`config.mk`:
```
export PLATFORM = sky130hd
export DESIGN_NAME = snoop_trigger_unit_flat
export DESIGN_NICKNAME = d
export VERILOG_FILES = /design/src/rtl/snoop_trigger_unit_if.sv /design/src/rtl/snoop_trigger_unit.sv /design/src/flat_wrapper.sv
export SDC_FILE = /design/constraint.sdc
export NUM_CORES = 1
export LEC_CHECK = 0
export BUFFER_PORTS_ARGS = -buffer_cell sky130_fd_sc_hd__buf_2
export CELL_PAD_IN_SITES_DETAIL_PLACEMENT = 1
export CELL_PAD_IN_SITES_GLOBAL_PLACEMENT = 1
export CORE_MARGIN = 3
export CORE_UTILIZATION = 30
export CTS_BUF_LIST = sky130_fd_sc_hd__clkbuf_8 sky130_fd_sc_hd__clkbuf_16
export CTS_CLUSTER_DIAMETER = 80
export CTS_CLUSTER_SIZE = 28
export DETAILED_ROUTE_END_ITERATION = 6
export PLACE_DENSITY = 0.77
export SLEW_MARGIN = 5
export SYNTH_ARGS = -nofsm -noshare
export SYNTH_HDL_FRONTEND = slang
export SYNTH_SLANG_ARGS = --single-unit
```
`constraint.sdc`:
```
create_clock -name ace_aclk -period 4.3 [get_ports ace_aclk]
set_clock_uncertainty 0.1 [all_clocks]
set_input_delay 0.645 -clock ace_aclk [delete_from_list [all_inputs] [get_ports ace_aclk]]
set_output_delay 0.645 -clock ace_aclk [all_outputs]
set_load 0.03 [all_outputs]
```
`src/rtl/snoop_trigger_unit_if.sv`:
```
// +------------------------------------------------------------------+
// | snoop_trigger_unit_if : observed ACE snoop address (AC) channel  |
// | Rev 1.0                                                          |
// +------------------------------------------------------------------+
`default_nettype none

interface snoop_trigger_unit_if #(
  parameter int C_ACE_ADDR_WIDTH = 44
) ();
  logic                        acvalid;
  logic                        acready;
  logic [3:0]                  acsnoop;
  logic [C_ACE_ADDR_WIDTH-1:0] acaddr;

  modport master (output acvalid, acready, acsnoop, acaddr);
  modport slave  (input  acvalid, acready, acsnoop, acaddr);
endinterface

`default_nettype wire

```
`src/rtl/snoop_trigger_unit.sv`:
```
// +------------------------------------------------------------------+
// | snoop_trigger_unit : AC snoop filter and devil-path trigger FSM  |
// | Rev 1.0 -- optional hit counter: `define SNOOP_HIT_COUNTER_EN    |
// +------------------------------------------------------------------+
`default_nettype none

module snoop_trigger_unit #(
  parameter int C_S_AXI_DATA_WIDTH = 32,
  parameter int C_ACE_ADDR_WIDTH   = 44,
  parameter int HIT_CNT_WIDTH      = 32
) (
  input  logic                          ace_aclk,
  input  logic                          ace_aresetn,
  snoop_trigger_unit_if.slave           ac,
  input  logic [C_S_AXI_DATA_WIDTH-1:0] i_control_reg,
  input  logic [C_S_AXI_DATA_WIDTH-1:0] i_acsnoop_reg,
  input  logic [C_S_AXI_DATA_WIDTH-1:0] i_base_addr_reg,
  input  logic [C_S_AXI_DATA_WIDTH-1:0] i_addr_size_reg,
  input  logic                          i_end_passive,
  input  logic                          i_end_active,
  output logic                          o_trigger_passive_path,
  output logic                          o_trigger_active_path,
  output logic [C_ACE_ADDR_WIDTH-1:0]   o_acaddr_snapshot,
  output logic [3:0]                    o_acsnoop_snapshot,
  output logic [2:0]                    o_trig_state,
  output logic [HIT_CNT_WIDTH-1:0]      o_hit_count
);

  localparam int DW  = C_S_AXI_DATA_WIDTH;
  localparam int AW  = C_ACE_ADDR_WIDTH;
  localparam int AEW = DW + 1;

  typedef enum logic [2:0] {
    ST_IDLE   = 3'd0,
    ST_ARMED  = 3'd1,
    ST_FIRE_P = 3'd2,
    ST_WAIT_P = 3'd3,
    ST_FIRE_A = 3'd4,
    ST_WAIT_A = 3'd5
  } state_t;

  state_t          state_q, state_d;
  logic            pending_q, pending_d;
  logic            start_q, start_d;
  logic            hit_q, hit_d;
  logic [AW-1:0]   cap_addr_q, cap_addr_d;
  logic [3:0]      cap_snoop_q, cap_snoop_d;
  logic [AW-1:0]   snap_addr_q, snap_addr_d;
  logic [3:0]      snap_snoop_q, snap_snoop_d;

  logic            ctrl_en;
  logic            ctrl_start;
  logic            ctrl_passive;
  logic            start_rise;
  logic            type_ok;
  logic            in_window;
  logic            hit_w;
  logic [AEW-1:0]  win_lo;
  logic [AEW-1:0]  win_hi;
  logic [AEW-1:0]  addr_ext;
  logic            addr_hi_zero;
  logic            unused_ctrl_bits;

  assign ctrl_en      = i_control_reg[0];
  assign ctrl_start   = i_control_reg[1];
  assign ctrl_passive = i_control_reg[2];
  assign start_rise   = ctrl_start & ~start_q;

  assign unused_ctrl_bits = ^{i_control_reg[DW-1:3], i_acsnoop_reg[30:4]};

  // Window end is formed one bit wider than the registers so base+size never wraps.
  assign win_lo = {1'b0, i_base_addr_reg};
  assign win_hi = win_lo + {1'b0, i_addr_size_reg};

  generate
    if (AW > DW) begin : g_addr_wide
      assign addr_ext     = {1'b0, ac.acaddr[DW-1:0]};
      assign addr_hi_zero = ~|ac.acaddr[AW-1:DW];
    end else begin : g_addr_narrow
      assign addr_ext     = AEW'(ac.acaddr);
      assign addr_hi_zero = 1'b1;
    end
  endgenerate

  assign type_ok   = i_acsnoop_reg[31] | (ac.acsnoop == i_acsnoop_reg[3:0]);
  assign in_window = addr_hi_zero
                   & (i_addr_size_reg != '0)
                   & (addr_ext >= win_lo)
                   & (addr_ext < win_hi);
  assign hit_w     = ac.acvalid & ac.acready & ctrl_passive & type_ok & in_window;

  // Only hits observed while armed reach the FSM; busy-time snoops are dropped.
  always_comb begin
    hit_d       = hit_w & (state_q == ST_ARMED);
    cap_addr_d  = cap_addr_q;
    cap_snoop_d = cap_snoop_q;
    start_d     = ctrl_start;
    if (hit_w) begin
      cap_addr_d  = ac.acaddr;
      cap_snoop_d = ac.acsnoop;
    end
  end

  always_comb begin
    state_d                = state_q;
    pending_d              = pending_q | start_rise;
    snap_addr_d            = snap_addr_q;
    snap_snoop_d           = snap_snoop_q;
    o_trigger_passive_path = 1'b0;
    o_trigger_active_path  = 1'b0;
    case (state_q)
      ST_IDLE: begin
        if (ctrl_en) state_d = ST_ARMED;
      end
      ST_ARMED: begin
        if (!ctrl_en) begin
          state_d   = ST_IDLE;
          pending_d = 1'b0;
        end else if (hit_q) begin
          // Passive wins a tie; the pending active request waits its turn.
          state_d      = ST_FIRE_P;
          snap_addr_d  = cap_addr_q;
          snap_snoop_d = cap_snoop_q;
        end else if (pending_q) begin
          state_d = ST_FIRE_A;
        end
      end
      ST_FIRE_P: begin
        o_trigger_passive_path = 1'b1;
        state_d                = ST_WAIT_P;
      end
      ST_WAIT_P: begin
        if (i_end_passive) state_d = ctrl_en ? ST_ARMED : ST_IDLE;
      end
      ST_FIRE_A: begin
        o_trigger_active_path = 1'b1;
        pending_d             = 1'b0;
        state_d               = ST_WAIT_A;
      end
      ST_WAIT_A: begin
        if (i_end_active) state_d = ctrl_en ? ST_ARMED : ST_IDLE;
      end
      default: begin
        state_d = ST_IDLE;
      end
    endcase
  end

  always_ff @(posedge ace_aclk or negedge ace_aresetn) begin
    if (!ace_aresetn) begin
      state_q      <= ST_IDLE;
      pending_q    <= 1'b0;
      start_q      <= 1'b0;
      hit_q        <= 1'b0;
      cap_addr_q   <= '0;
      cap_snoop_q  <= '0;
      snap_addr_q  <= '0;
      snap_snoop_q <= '0;
    end else begin
      state_q      <= state_d;
      pending_q    <= pending_d;
      start_q      <= start_d;
      hit_q        <= hit_d;
      cap_addr_q   <= cap_addr_d;
      cap_snoop_q  <= cap_snoop_d;
      snap_addr_q  <= snap_addr_d;
      snap_snoop_q <= snap_snoop_d;
    end
  end

  assign o_acaddr_snapshot  = snap_addr_q;
  assign o_acsnoop_snapshot = snap_snoop_q;
  assign o_trig_state       = state_q;

`ifdef SNOOP_HIT_COUNTER_EN
  logic [HIT_CNT_WIDTH-1:0] hit_cnt_q, hit_cnt_d;
  logic                     en_q, en_d;

  // Counts every qualified hit, busy or not; cleared on enable falling.
  always_comb begin
    en_d      = ctrl_en;
    hit_cnt_d = hit_cnt_q;
    if (en_q && !ctrl_en) begin
      hit_cnt_d = '0;
    end else if (hit_w && (hit_cnt_q != '1)) begin
      hit_cnt_d = hit_cnt_q + HIT_CNT_WIDTH'(1);
    end
  end

  always_ff @(posedge ace_aclk or negedge ace_aresetn) begin
    if (!ace_aresetn) begin
      hit_cnt_q <= '0;
      en_q      <= 1'b0;
    end else begin
      hit_cnt_q <= hit_cnt_d;
      en_q      <= en_d;
    end
  end

  assign o_hit_count = hit_cnt_q;
`else
  assign o_hit_count = '0;
`endif

endmodule

`default_nettype wire

```
`src/flat_wrapper.sv`:
```
// flat-port wrapper written by rule: the top's interface ports become plain ports
module snoop_trigger_unit_flat 
#(
  parameter int C_S_AXI_DATA_WIDTH = 32,
  parameter int C_ACE_ADDR_WIDTH   = 44,
  parameter int HIT_CNT_WIDTH      = 32
)
  (ace_aclk, ace_aresetn, i_control_reg, i_acsnoop_reg, i_base_addr_reg, i_addr_size_reg, i_end_passive, i_end_active, o_trigger_passive_path, o_trigger_active_path, o_acaddr_snapshot, o_acsnoop_snapshot, o_trig_state, o_hit_count, ac_acvalid, ac_acready, ac_acsnoop, ac_acaddr);
  snoop_trigger_unit_if #(.C_ACE_ADDR_WIDTH(C_ACE_ADDR_WIDTH)) ac_i ();
  input  logic ace_aclk;
  input  logic ace_aresetn;
  input  logic [C_S_AXI_DATA_WIDTH-1:0] i_control_reg;
  input  logic [C_S_AXI_DATA_WIDTH-1:0] i_acsnoop_reg;
  input  logic [C_S_AXI_DATA_WIDTH-1:0] i_base_addr_reg;
  input  logic [C_S_AXI_DATA_WIDTH-1:0] i_addr_size_reg;
  input  logic i_end_passive;
  input  logic i_end_active;
  output logic o_trigger_passive_path;
  output logic o_trigger_active_path;
  output logic [C_ACE_ADDR_WIDTH-1:0] o_acaddr_snapshot;
  output logic [3:0] o_acsnoop_snapshot;
  output logic [2:0] o_trig_state;
  output logic [HIT_CNT_WIDTH-1:0] o_hit_count;
  input wire logic [$bits(ac_i.acvalid)-1:0] ac_acvalid;
  input wire logic [$bits(ac_i.acready)-1:0] ac_acready;
  input wire logic [$bits(ac_i.acsnoop)-1:0] ac_acsnoop;
  input wire logic [$bits(ac_i.acaddr)-1:0] ac_acaddr;
  assign ac_i.acvalid = ac_acvalid;
  assign ac_i.acready = ac_acready;
  assign ac_i.acsnoop = ac_acsnoop;
  assign ac_i.acaddr = ac_acaddr;
  snoop_trigger_unit #(.C_S_AXI_DATA_WIDTH(C_S_AXI_DATA_WIDTH), .C_ACE_ADDR_WIDTH(C_ACE_ADDR_WIDTH), .HIT_CNT_WIDTH(HIT_CNT_WIDTH)) u_core (.ace_aclk(ace_aclk), .ace_aresetn(ace_aresetn), .ac(ac_i), .i_control_reg(i_control_reg), .i_acsnoop_reg(i_acsnoop_reg), .i_base_addr_reg(i_base_addr_reg), .i_addr_size_reg(i_addr_size_reg), .i_end_passive(i_end_passive), .i_end_active(i_end_active), .o_trigger_passive_path(o_trigger_passive_path), .o_trigger_active_path(o_trigger_active_path), .o_acaddr_snapshot(o_acaddr_snapshot), .o_acsnoop_snapshot(o_acsnoop_snapshot), .o_trig_state(o_trig_state), .o_hit_count(o_hit_count));
endmodule
```
Word-level counts from Yosys, hierarchy flattened

Cells that the tools add are included.
Widths: inputs -> output; s select.

Add/subtract/negate cells: 1
Order comparisons: 2
Eq/ne operators: 10
Muxes and demuxes: 12
Bitwise logic cells: 12
Reductions and logical operators: 6

Operators by type and width:

| cell               | number |
|---|---|
| $add 32x32->33     | 1 |
| $lt 32x33->1       | 1 |
| $ge 32x32->1       | 1 |
| $reduce_bool 32->1 | 1 |
| $mux 3             | 6 |
| $pmux 3 s6         | 1 |
| $reduce_or 12->1   | 1 |
| $and 1x1->1        | 9 |
| $eq 3x2->1 const B | 2 |
| $eq 3x3->1 const B | 2 |
| $ne 2x2->1 const B | 3 |
| $eq 4x4->1         | 1 |
| $mux 1             | 4 |
| $ne 4x2->1 const B | 1 |
| $reduce_and 4->1   | 1 |
| $eq 3x1->1 const B | 1 |
| $logic_not 3->1    | 1 |
| $reduce_and 3->1   | 1 |
| $or 1x1->1         | 2 |
| $pmux 1 s2         | 1 |
| $logic_not 1->1    | 1 |
| $not 1->1          | 1 |

Flip-flop bits (word level): 102
Output and inout port bits: 85

Depth between registers and ports, before layout

Gate-level depths: netlist of run 1.

Word-level depth: 7
Mapped depth: 21
Depth with buffers taken out: 19

Least setup slack after synthesis of run 1

Ideal clock, no wire load.

Path type: in2reg
Start: input i_base_addr_reg[0]
End: register u_core.cap_addr_q[12]
Setup time: 0.127 ns
Arrival: 4.490 ns
Data required time: 4.073 ns
Path slack: -0.417 ns
Stages: 17
Cell sequence: ha_1 -> fa_1 -> a211oi_1 -> o31a_1 -> o21ai_2 -> a21oi_1 -> o21ai_1 -> a21boi_0 -> o21bai_1 -> xnor2_1 -> ha_1 -> nand4_1 -> or4_1 -> o31ai_1 -> a221oi_4 -> buf_6 -> mux2_1

Cells in the longest elaborated chain, start to end: 4

Ends and longest elaborated chain:

| what                                                  | RTL line                                           | RTL |
|---|---|---|
| start: declaration                                    | flat_wrapper.sv:14                                 | `input logic [C_S_AXI_DATA_WIDTH-1:0] i_base_addr_reg;` |
| $add 32x32->33 / $ge 32x32->1 (equally long branches) | snoop_trigger_unit.sv:73, snoop_trigger_unit.sv:88 |  |
| $lt 32x33->1 / $and 1x1->1 (equally long branches)    | snoop_trigger_unit.sv:89, snoop_trigger_unit.sv:88 |  |
| $and 1x1->1 (*)                                       | snoop_trigger_unit.sv:89                           | `& (addr_ext < win_hi);` |
| $and 1x1->1 (*)                                       | snoop_trigger_unit.sv:90                           | `assign hit_w = ac.acvalid & ac.acready & ctrl_passive & type_ok & in_window;` |
| end signal: assignment                                | snoop_trigger_unit.sv:164                          | `cap_addr_q <= cap_addr_d;` |
| end: declaration                                      | snoop_trigger_unit.sv:46                           | `logic [AW-1:0] cap_addr_q, cap_addr_d;` |

Mark *: on every way between the ends. The rest lies on a longest branch, timed or not.
A chain may end at the register's enable or synchronous reset.

Worst setup path in the final report of run 1

Start: input i_base_addr_reg[0]
End: register u_core.cap_snoop_q[2]

Cells in the longest elaborated chain, start to end: 4

Ends and longest elaborated chain:

| what                                                  | RTL line                                           | RTL |
|---|---|---|
| $add 32x32->33 / $ge 32x32->1 (equally long branches) | snoop_trigger_unit.sv:73, snoop_trigger_unit.sv:88 |  |
| $lt 32x33->1 / $and 1x1->1 (equally long branches)    | snoop_trigger_unit.sv:89, snoop_trigger_unit.sv:88 |  |
| $and 1x1->1 (*)                                       | snoop_trigger_unit.sv:89                           |  |
| $and 1x1->1 (*)                                       | snoop_trigger_unit.sv:90                           |  |
| end signal: assignment                                | snoop_trigger_unit.sv:165                          | `cap_snoop_q <= cap_snoop_d;` |
| end: declaration                                      | snoop_trigger_unit.sv:47                           | `logic [3:0] cap_snoop_q, cap_snoop_d;` |

Marked as above.

==> impl_metrics.ini, run 1 <==
[status]
status = finished with violations
failed_checks = setup timing

[critical_path]
criticalPathCategory = input pin to flop
cp_cell_sequence = buf_8 -> ha_4 -> fa_2 -> a211oi_2 -> o31a_1 -> o21ai_2 -> a21oi_4 -> nor2_2 -> a31oi_2 -> o21ai_1 -> xnor2_1 -> ha_1 -> a21oi_1 -> o21ai_1 -> a21oi_1 -> nor2_1 -> nor2_1 -> o31ai_2 -> a221oi_4 -> buf_12 -> buf_12 -> mux2_2
cp_top_family = compound AO/OA/AOI/OAI gates
startpoint_type = input pin
crit_path_top_delay_cell = fa_2
crit_arrival_ns = 4.68
r2r_slack_ns = 1.55
cp_max_fo = 8
path_buf_inv = 3
max_stage_delay_ns = 0.35
end_kind = flop
cp.required_ns = 4.42

[clock_tree]
clock_sinks = 102
path_clk_slew_ns = 0.08
cts_buffer_depth = 2
clk_latency_ns = 0.33
cts_root_buffer = clkbuf_16
htreeDepth = 3
cts_buffers = 9
tritoncts = built

[timing]
rsz0062_at_grt = yes
post-route-min-period_ns = 4.56
fmax_mhz = 219
period_share_pct = 106
max_slew.worst_pin.slew_ns = 0.897
finalSetupViolCount = 48
tns_ns = -8.66
fin_ws_ns = -0.258
slew_violations = 0
hold_violations = 0
relSlewSlack_pct = 40.1

[yosys]
async_reset_ff_share_pct = 100
ys_warn_count = 0
synthMuxAreaShare_pct = 13.1
yosys.area_share.simple_pct = 9.94
synth_most_common_cell = dfrtp_1
syn_inst = 693
ys_seq_elements = 102
seq_area_frac_synth_pct = 35.3
netlist_top_cells_count = 102 x dfrtp_1, 95 x ha_1, 79 x mux2_2
yosys_most_used_dff = dfrtp_1
netlist.area_leader.share_pct = 35.3
ys_top_cells_by_area = dfrtp_1 35%, ha_1 16%, mux2_2 12%
synth_edf_count = 0
synth_xor_area_share_pct = 3.99
synth_compound_area_share_pct = 14.3
yosys.area.top_type = dfrtp_1
avgSynthCellArea_um2 = 10.4
synth_cell_types = 60
synthesis.area_um2 = 7240
synth_fa_ha_area_share_pct = 16.7
synth_top_family_by_area = adder cells

[layout]
fill_cells = 2684
nets = 1271
drive_gt1_share_pct = 46.9
instances_no_fill = 1317
area_delta_synth_final_pct = 41.2
final_area_um2 = 10200
fin_util_pct = 43.3

[die]
die_w_um = 161
die_h_um = 161
std_cell_rows = 56
num_io_pins = 267
initial_core_util_pct = 30.6
dieArea_um2 = 26000
core-area_um2 = 23600

[route]
vias_per_cell = 4.91
drt-pass1-iter-count = 4
drt-initial-drc-count = 278
wl_per_cell_um = 18.1
vias = 6471
wl_mm = 23.8
ant_nets = 0
drc = 0

[pwr]
powerDensity_nw_per_um2 = 267
ir_drop_mv = 0.209
leakage_nw = 5.41

[placement]
placedCellCount = 1285
place_ws_ns = -0.662
portBuffers = 178
dp_hpwl_mm = 18.7
place_congestion = 0.860
placed_cell_area_um2 = 9250

[hold_path]
hold_path.class = input pin to asynchronous set/reset pin

[global_route]
grt_pass1_wl_mm = 36.2
antenna_found_initial = 2
grt_pass1_vias = 6865
grt_overflow = 0
grt.total_usage_pct = 17.3
grt_max_degree = 66

[run]
cap_violations = 0
-- flip-flops by register name (all words and copies together) (netlist names) --
register and flops:
u_core.o_trig_state 3, u_core.o_acsnoop_snapshot 4, u_core.o_acaddr_snapshot 44, u_core.cap_snoop_q 4, u_core.hit_q 1, u_core.pending_q 1, u_core.start_q 1, u_core.cap_addr_q 44
-- per-layer routing --
metal / track usage [%] / vias up / share of wire (%)
met5: 0 / - / 0.055
met4: 6.10 / 2 / 3.3
met3: 2.08 / 47 / 3.5
met2: 31.6 / 162 / 52
met1: 21.0 / 3169 / 42
li1: - / 3091 / -
-- through the flow --
step | hold slack [ns] | total power, mW
CTS | 0.311 | 2.70
detailed placement | 0.371 | 1.89
global placement | 0.364 | 1.85
finish | 0.276 | 2.73
global route | 0.314 | 2.90
floorplan | 0.249 | 1.54
-- area by class of cell --
class | count | area (um^2) | share of cell area (%)
inverter | 39 | 146 | 1.43
timing repair buffer | 304 | 2000 | 19.6
sequential | 102 | 2550 | 25.0
antenna | 1 | 2.50 | 0.0245
tap | 319 | 399 | 3.91
multi-input combinational | 537 | 4840 | 47.3
clock inverter | 6 | 55.1 | 0.539
clock buffer | 9 | 225 | 2.20
-- timing repair --
item                                    4_1_cts  5_1_grt
pin swaps                                    31       33
hold buffers                                  0        0
buffers inserted                             10        2
endpoints found under the setup margin       49       49
gates resized for setup                      47       66
cloned                                        4        0
-- cells by family (layout without fill, tap and decap cells) --
family,Yosys count,after routing
AO/OA/AOI/OAI,156,156
XOR/XNOR,33,33
adder cells (fa/ha/maj),96,96
buffers and inverters,85,358
flip-flops,102,102
multiplexers,84,84
other,1,33
AND/OR/NAND/NOR,136,136
-- worst reg2reg max path: cells and delay by family (launching register included) --
family        cells  cell delay (ns)
simple gates      2             1.10
buf+inv           2             0.65
flops             1             0.47
mux               1             0.32
-- layout by cell type, fill, tap and decap left out, types with 7 or more instances in the layout --
| cell type | n |
|---|---|
| buf_2 | 175 |
| buf_4 | 116 |
| dfrtp_1 | 102 |
| ha_1 | 84 |
| mux2_2 | 51 |
| inv_1 | 39 |
| a21oi_1 | 37 |
| mux2_4 | 33 |
| conb_1 | 32 |
| nand2_1 | 24 |
| nor2_1 | 23 |
| a21o_1 | 21 |
| xor2_1 | 19 |
| o21ai_0 | 17 |
| xnor2_1 | 14 |
| nor2b_1 | 13 |
| nor4_1 | 10 |
| nor3_1 | 9 |
| nand4_1 | 9 |
| clkbuf_16 | 9 |
| o21ai_1 | 8 |
| a21oi_2 | 8 |
| nand2b_1 | 7 |
| ha_4 | 7 |
-- worst paths after layout --
check	from	to	depth (start not counted)
setup / recovery	i_base_addr_reg[0]	u_core.cap_snoop_q[2]$_DFFE_PN0P_	22
hold / removal	ace_aresetn	u_core.o_acaddr_snapshot[30]$_DFFE_PN0P_	1
setup reg to reg	u_core.o_trig_state[0]$_DFFE_PN0P_	u_core.o_acaddr_snapshot[26]$_DFFE_PN0P_	5
hold reg to reg	u_core.cap_addr_q[39]$_DFFE_PN0P_	u_core.cap_addr_q[39]$_DFFE_PN0P_	1
max in group asynchronous	ace_aresetn	u_core.cap_addr_q[13]$_DFFE_PN0P_	2
min in group ace_aclk	i_control_reg[1]	u_core.start_q$_DFF_PN0_	1
-- where the power goes --
part	internal (mW)	switching, mW
clock network	0.401	0.368
registers	0.973	0.0245
logic	0.434	0.528
(Power assumes the default switching activity.)
==> run 2, diff against run 1 <==
Settings changed: RECOVER_POWER from default to 25.
Clock period 4.3 ns to 5.1 ns, I/O delays scaled along.
==> run 2 against run 1 <==
  * The run ends with capacitance limit, slew limit left
  * Critical path depth decreased by 4
  * First-iteration DRC count increased by 14%
  * Total power decreased by 21%
  * Die area unchanged
  * Critical endpoint is now u_core.cap_addr_q[18]$_DFFE_PN0P_
  * Via count decreased by 6.3%
  * Combinational power decreased by 31%
  * Utilization decreased by 5.2 points
==> impl_metrics.ini, run 2 (synthesis gave the netlist of run 1 again) <==
[status]
status = finished with violations
failed_checks = capacitance limit, slew limit

[route]
dr.max_layer_used = met5
wl_met3_um = 851
drt-initial-drc-count = 318
drc = 0
vias = 6065
ant_nets = 0
wl_mm = 21.4
drt-pass1-iter-count = 4
met1_length_mm = 9.08
vias_per_cell = 4.90
wl_per_cell_um = 17.3
dr_wl_met2_mm = 10.6

[critical_path]
crit_path_start = i_base_addr_reg[5]
cp_top_family = compound AO/OA/AOI/OAI gates
path_buf_inv = 3
crit_path_top_delay_cell = or4_1
cp_cell_sequence = buf_2 -> ha_1 -> a2111oi_1 -> o31a_1 -> o21ai_2 -> a21oi_2 -> o21ai_1 -> a21boi_0 -> o21bai_1 -> xnor2_1 -> ha_1 -> nand4_1 -> or4_1 -> o31ai_2 -> a221oi_4 -> buf_12 -> clkbuf_16 -> mux2_1
cp_common_cell = ha_1
cp_max_fo = 10
startpoint_type = input pin
crit_arrival_ns = 5.03
r2r-start = u_core.o_trig_state[0]$_DFFE_PN0P_
criticalPathCategory = input pin to flop
end_kind = flop
cp.required_ns = 5.22
r2r_slack_ns = 2.84
max_stage_delay_ns = 0.59

[die]
std_cell_rows = 56
num_io_pins = 267
die_w_um = 161
die_h_um = 161
core-area_um2 = 23600
dieArea_um2 = 26000
initial_core_util_pct = 30.6

[timing]
tns_ns = 0
finalSetupViolCount = 0
relSlewSlack_pct = -114
post-route-min-period_ns = 4.91
slew_violations = 63
fin_ws_ns = 0.189
max_slew.worst_pin.slew_ns = 3.21
period_share_pct = 96.3
fmax_mhz = 204
hold_violations = 0

[pwr]
clock_power_share_pct = 29.7
leakage_nw = 4.89
ir_drop_mv = 0.149
power_switching_share_pct = 33.1
finalPower_mw = 2.15
power_switching_mw = 0.709
powerDensity_nw_per_um2 = 239
pwr-share-seq_pct = 39.2
p_int_mw = 1.44
power_frac_comb_pct = 31.0

[run]
cap_violations = 1

[clock_tree]
clk_latency_ns = 0.34
clock_sinks = 102
cts_root_buffer = clkbuf_16
path_clk_slew_ns = 0.07
cts_buffer_depth = 2
htreeDepth = 3
postCtsHoldBufs = 0
tritoncts = built
cts_buffers = 9

[placement]
place_congestion = 0.863
portBuffers = 178
place_ws_ns = -0.298
placedCellCount = 1212
dp_hpwl_mm = 17.8
placed_cell_area_um2 = 8610

[layout]
instances_no_fill = 1238
final_area_um2 = 8990
nets = 1186
final_common_cell = buf_2
drive_gt1_share_pct = 35.4
area_delta_synth_final_pct = 24.3
final_cell_mix = 177 x buf_2, 102 x dfrtp_1, 95 x ha_1, 79 x mux2_2, 44 x a21oi_1

[global_route]
grt_pass1_wl_mm = 32.8
grt_max_degree = 63
grt.total_usage_pct = 15.7
grt_pass1_vias = 6340
grt_overflow = 0
antenna_found_initial = 8

[hold_path]
worstHoldStart = u_core.cap_addr_q[12]$_DFFE_PN0P_
hold_path.class = flop to flop
run 2: cell count changes in the layout (fill, tap and decap cells not counted), moves of 6 or more:
cell     change
ha_1        +11
a21oi_2      -6
mux2_4      -33
mux2_2      +28
ha_4         -7
buf_4       -79
a21oi_1      +7
o21ai_0      +8
run 2: repair_timing:
item                                   in CTS  in global routing
setup buffers                               0                  2
endpoints found under the hold margin       0                  0
gates resized for setup                     0                  8
setup endpoints to repair                   0                 47
run 2: path summary, 6_finish.rpt:
path                                                             to  depth (start not counted)
setup / recovery                  u_core.cap_addr_q[18]$_DFFE_PN0P_                         18
hold / removal                    u_core.cap_addr_q[12]$_DFFE_PN0P_                          1
setup reg to reg            u_core.o_acaddr_snapshot[8]$_DFFE_PN0P_                          5
hold reg to reg                   u_core.cap_addr_q[12]$_DFFE_PN0P_                          1
max in group asynchronous  u_core.o_acaddr_snapshot[34]$_DFFE_PN0P_                          2
min in group asynchronous         u_core.cap_snoop_q[0]$_DFFE_PN0P_                          1
run 2: metal layers:
metal  up-vias  global-route usage [%]
met2       155                    27.6
met1      2939                    19.0
li1       2921                       -
met5         -                       0
met4         4                    7.08
met3        46                    2.23
run 2: cell type report:
cell class	count	area, um^2
fill	2739	14600
multi-input combinational	537	4350
sequential	102	2550
timing repair buffer	219	1250
tap	319	399
clock buffer	9	225
inverter	39	146
clock inverter	7	56.3
antenna	6	15.0
run 2: worst register-to-register path, cell delays in order (launching register included):
cell and delay (ns):
dfrtp_1 0.47, inv_1 0.14, nor3_1 0.32, nand3_2 0.34
buf_4 0.41, mux2_2 0.37
run 2: power by group through the flow:
stage          sequential [mW]  combinational (mW)  clock [mW]
4_1_cts                  0.841               0.663       0.660
2_1_floorplan            0.861               0.426           0
5_1_grt                  0.844               0.749       0.698
3_5_place_dp             0.857               0.659           0
6_report                 0.842               0.666       0.638
3_3_place_gp             0.855               0.634           0
run 2: stage by stage:
step,hold slack [ns],utilization [%]
finish,0.387,38.1
global route,0.408,38.1
CTS,0.396,37.6
detailed placement,0.377,36.5
global placement,0.365,36.5
floorplan,0.354,-
==> run 3, diff against run 2 <==
Settings changed: CORE_UTILIZATION 30 to 38, PLACE_DENSITY 0.77 to 0.92, TNS_END_PERCENT from default to 1.
==> run 3 against run 2 <==
  * The flow still finishes with violations (capacitance limit, slew limit)
  * First-iteration DRC count increased by 6.3%
  * Critical path depth grew 4
  * Worst setup slack worse by 0.020 ns
  * Clock-buffer cell count increased by 1
  * Maximum frequency shrank 0.41%
  * Critical path type unchanged
  * Critical endpoint unchanged
  * Largest power group unchanged
==> impl_metrics.ini, run 3 (synthesis gave the netlist of run 1 again) <==
[critical_path]
end_kind = flop
max_stage_delay_ns = 0.61
cp_max_fo = 11
criticalPathCategory = input pin to flop
path_buf_inv = 4
cp_cell_sequence = buf_2 -> ha_1 -> fa_2 -> a211oi_2 -> o31a_1 -> o21ai_2 -> a21oi_1 -> buf_4 -> o21ai_2 -> a21boi_1 -> o21bai_1 -> xnor2_1 -> ha_1 -> nand4_1 -> or4_1 -> o211ai_1 -> nor2_2 -> o31ai_4 -> a221oi_4 -> buf_12 -> clkbuf_16 -> mux2_1
cp_top_family = compound AO/OA/AOI/OAI gates
crit_path_top_delay_cell = or4_1
startpoint_type = input pin
cp.required_ns = 5.22
crit_arrival_ns = 5.05

[global_route]
grtUsageMet3_pct = 2.61
grt_max_degree = 57
grt_pass1_wl_mm = 34.3
use_met1_pct = 24.3
antenna_found_initial = 5
grt.total_usage_pct = 20.9
grt_overflow = 0
use_met2_pct = 38.1
grt_pass1_vias = 6627
top_usage_layer = met2

[layout]
final_cell_mix = 162 x buf_2, 102 x dfrtp_1, 95 x ha_1, 79 x mux2_2, 45 x a21oi_1
final_common_cell = buf_2
fin_util_pct = 48.5
regArea_um2 = 2550
instances_no_fill = 1138
multi_input_area_um2 = 4390
area_delta_synth_final_pct = 22.8
drive_gt1_share_pct = 33.7
nets = 1178
fill_cells = 2116

[route]
drt-pass1-iter-count = 5
wl_per_cell_um = 20.3
vias = 6266
drt-initial-drc-count = 338
vias_per_cell = 5.51
drc = 0
wl_mm = 23.1
ant_nets = 0

[timing]
max_slew.worst_pin.slew_ns = 2.43
hold_violations = 0
fmax_mhz = 203
finalSetupViolCount = 0
tns_ns = 0
fin_ws_ns = 0.169
period_share_pct = 96.7
post-route-min-period_ns = 4.93
relSlewSlack_pct = -62.2
slew_violations = 48

[placement]
placedCellCount = 1116
place_ws_ns = -0.283
place_congestion = 0.918
dp_hpwl_mm = 18.7
portBuffers = 178

[status]
failed_checks = capacitance limit, slew limit
status = finished with violations

[clock_tree]
cts_root_buffer = clkbuf_16
clock_sinks = 102
path_clk_slew_ns = 0.06
cts_buffers = 9
cts_buffer_depth = 2
htreeDepth = 3
postCtsHoldBufs = 0
tritoncts = built
clk_latency_ns = 0.34

[die]
die_w_um = 144
std_cell_rows = 49
die_h_um = 144
initial_core_util_pct = 39.5
core-area_um2 = 18300
num_io_pins = 267
dieArea_um2 = 20700

[pwr]
powerDensity_nw_per_um2 = 255
ir_drop_mv = 0.178
finalPower_mw = 2.27
leakage_nw = 4.81

[run]
cap_violations = 1

[hold_path]
hold_path.class = flop to flop
-- run 3: cell count changes in the layout (fill, tap and decap cells not counted), moves of 2 or more --
| cell | before | now |
|---|---|---|
| buf_12 | 1 | 3 |
| o21ai_2 | 1 | 3 |
| inv_6 | 3 | 0 |
| clkbuf_1 | 1 | 16 |
| diode_2 | 6 | 4 |
| buf_2 | 177 | 162 |
| clkinv_4 | 2 | 0 |
| bufinv_16 | 0 | 2 |
| buf_4 | 37 | 29 |
| clkinvlp_4 | 1 | 3 |
| o21ai_1 | 4 | 2 |
-- run 3: metrics by stage --
step	area [um^2]	hold slack, ns
floorplan	7350	0.354
detailed placement	8460	0.375
CTS	8790	0.336
global route	8880	0.410
finish	8880	0.386
global placement	8460	0.363
-- run 3: path summary, 6_finish.rpt --
kind,start,end,slack (ns),depth (start not counted)
max,i_base_addr_reg[0],u_core.cap_addr_q[18]$_DFFE_PN0P_,0.17,22
min,u_core.cap_addr_q[17]$_DFFE_PN0P_,u_core.cap_addr_q[17]$_DFFE_PN0P_,0.39,1
max reg2reg,u_core.o_trig_state[0]$_DFFE_PN0P_,u_core.o_acsnoop_snapshot[3]$_DFFE_PN0P_,2.92,5
min reg2reg,u_core.cap_addr_q[17]$_DFFE_PN0P_,u_core.cap_addr_q[17]$_DFFE_PN0P_,0.39,1
max in group asynchronous,ace_aresetn,u_core.cap_addr_q[17]$_DFFE_PN0P_,2.07,2
min in group asynchronous,ace_aresetn,u_core.o_acaddr_snapshot[2]$_DFFE_PN0P_,1.06,1
-- run 3: per-layer routing --
metal	wire length (um)	share of wire [%]	vias to the layer above
met2	11800	51	218
met1	9120	40	3078
met3	995	4.3	67
met4	1100	4.8	2
met5	9	0.039	-
li1	-	-	2901
-- run 3: report_power, final --
group / internal, mW / switching (mW) / total, mW
registers: 0.820 / 0.0220 / 0.842
logic: 0.283 / 0.415 / 0.698
clock network: 0.441 / 0.287 / 0.729
-- run 3: final cells by class --
type                    instances  area share, %
well taps                     229           3.23
repair buffers                211           13.2
inverters                      39           1.65
clock buffers                  10           2.69
flip-flops and latches        102           28.7
multi-input cells             537           49.4
clock inverters                 6          0.972
diodes                          4          0.113
-- run 3: repair_timing --
| action | 4_1_cts | 5_1_grt |
|---|---|---|
| gates resized for setup | 0 | 15 |
| endpoints found under the setup margin | 0 | 45 |
| setup buffers | 0 | 1 |
-- run 3: worst register-to-register path: stages, from the launching register on --
cell and delay, ns:
dfrtp_1 0.48, inv_1 0.15, nor3_1 0.31, nand3_2 0.26, buf_4 0.38, mux2_2 0.40
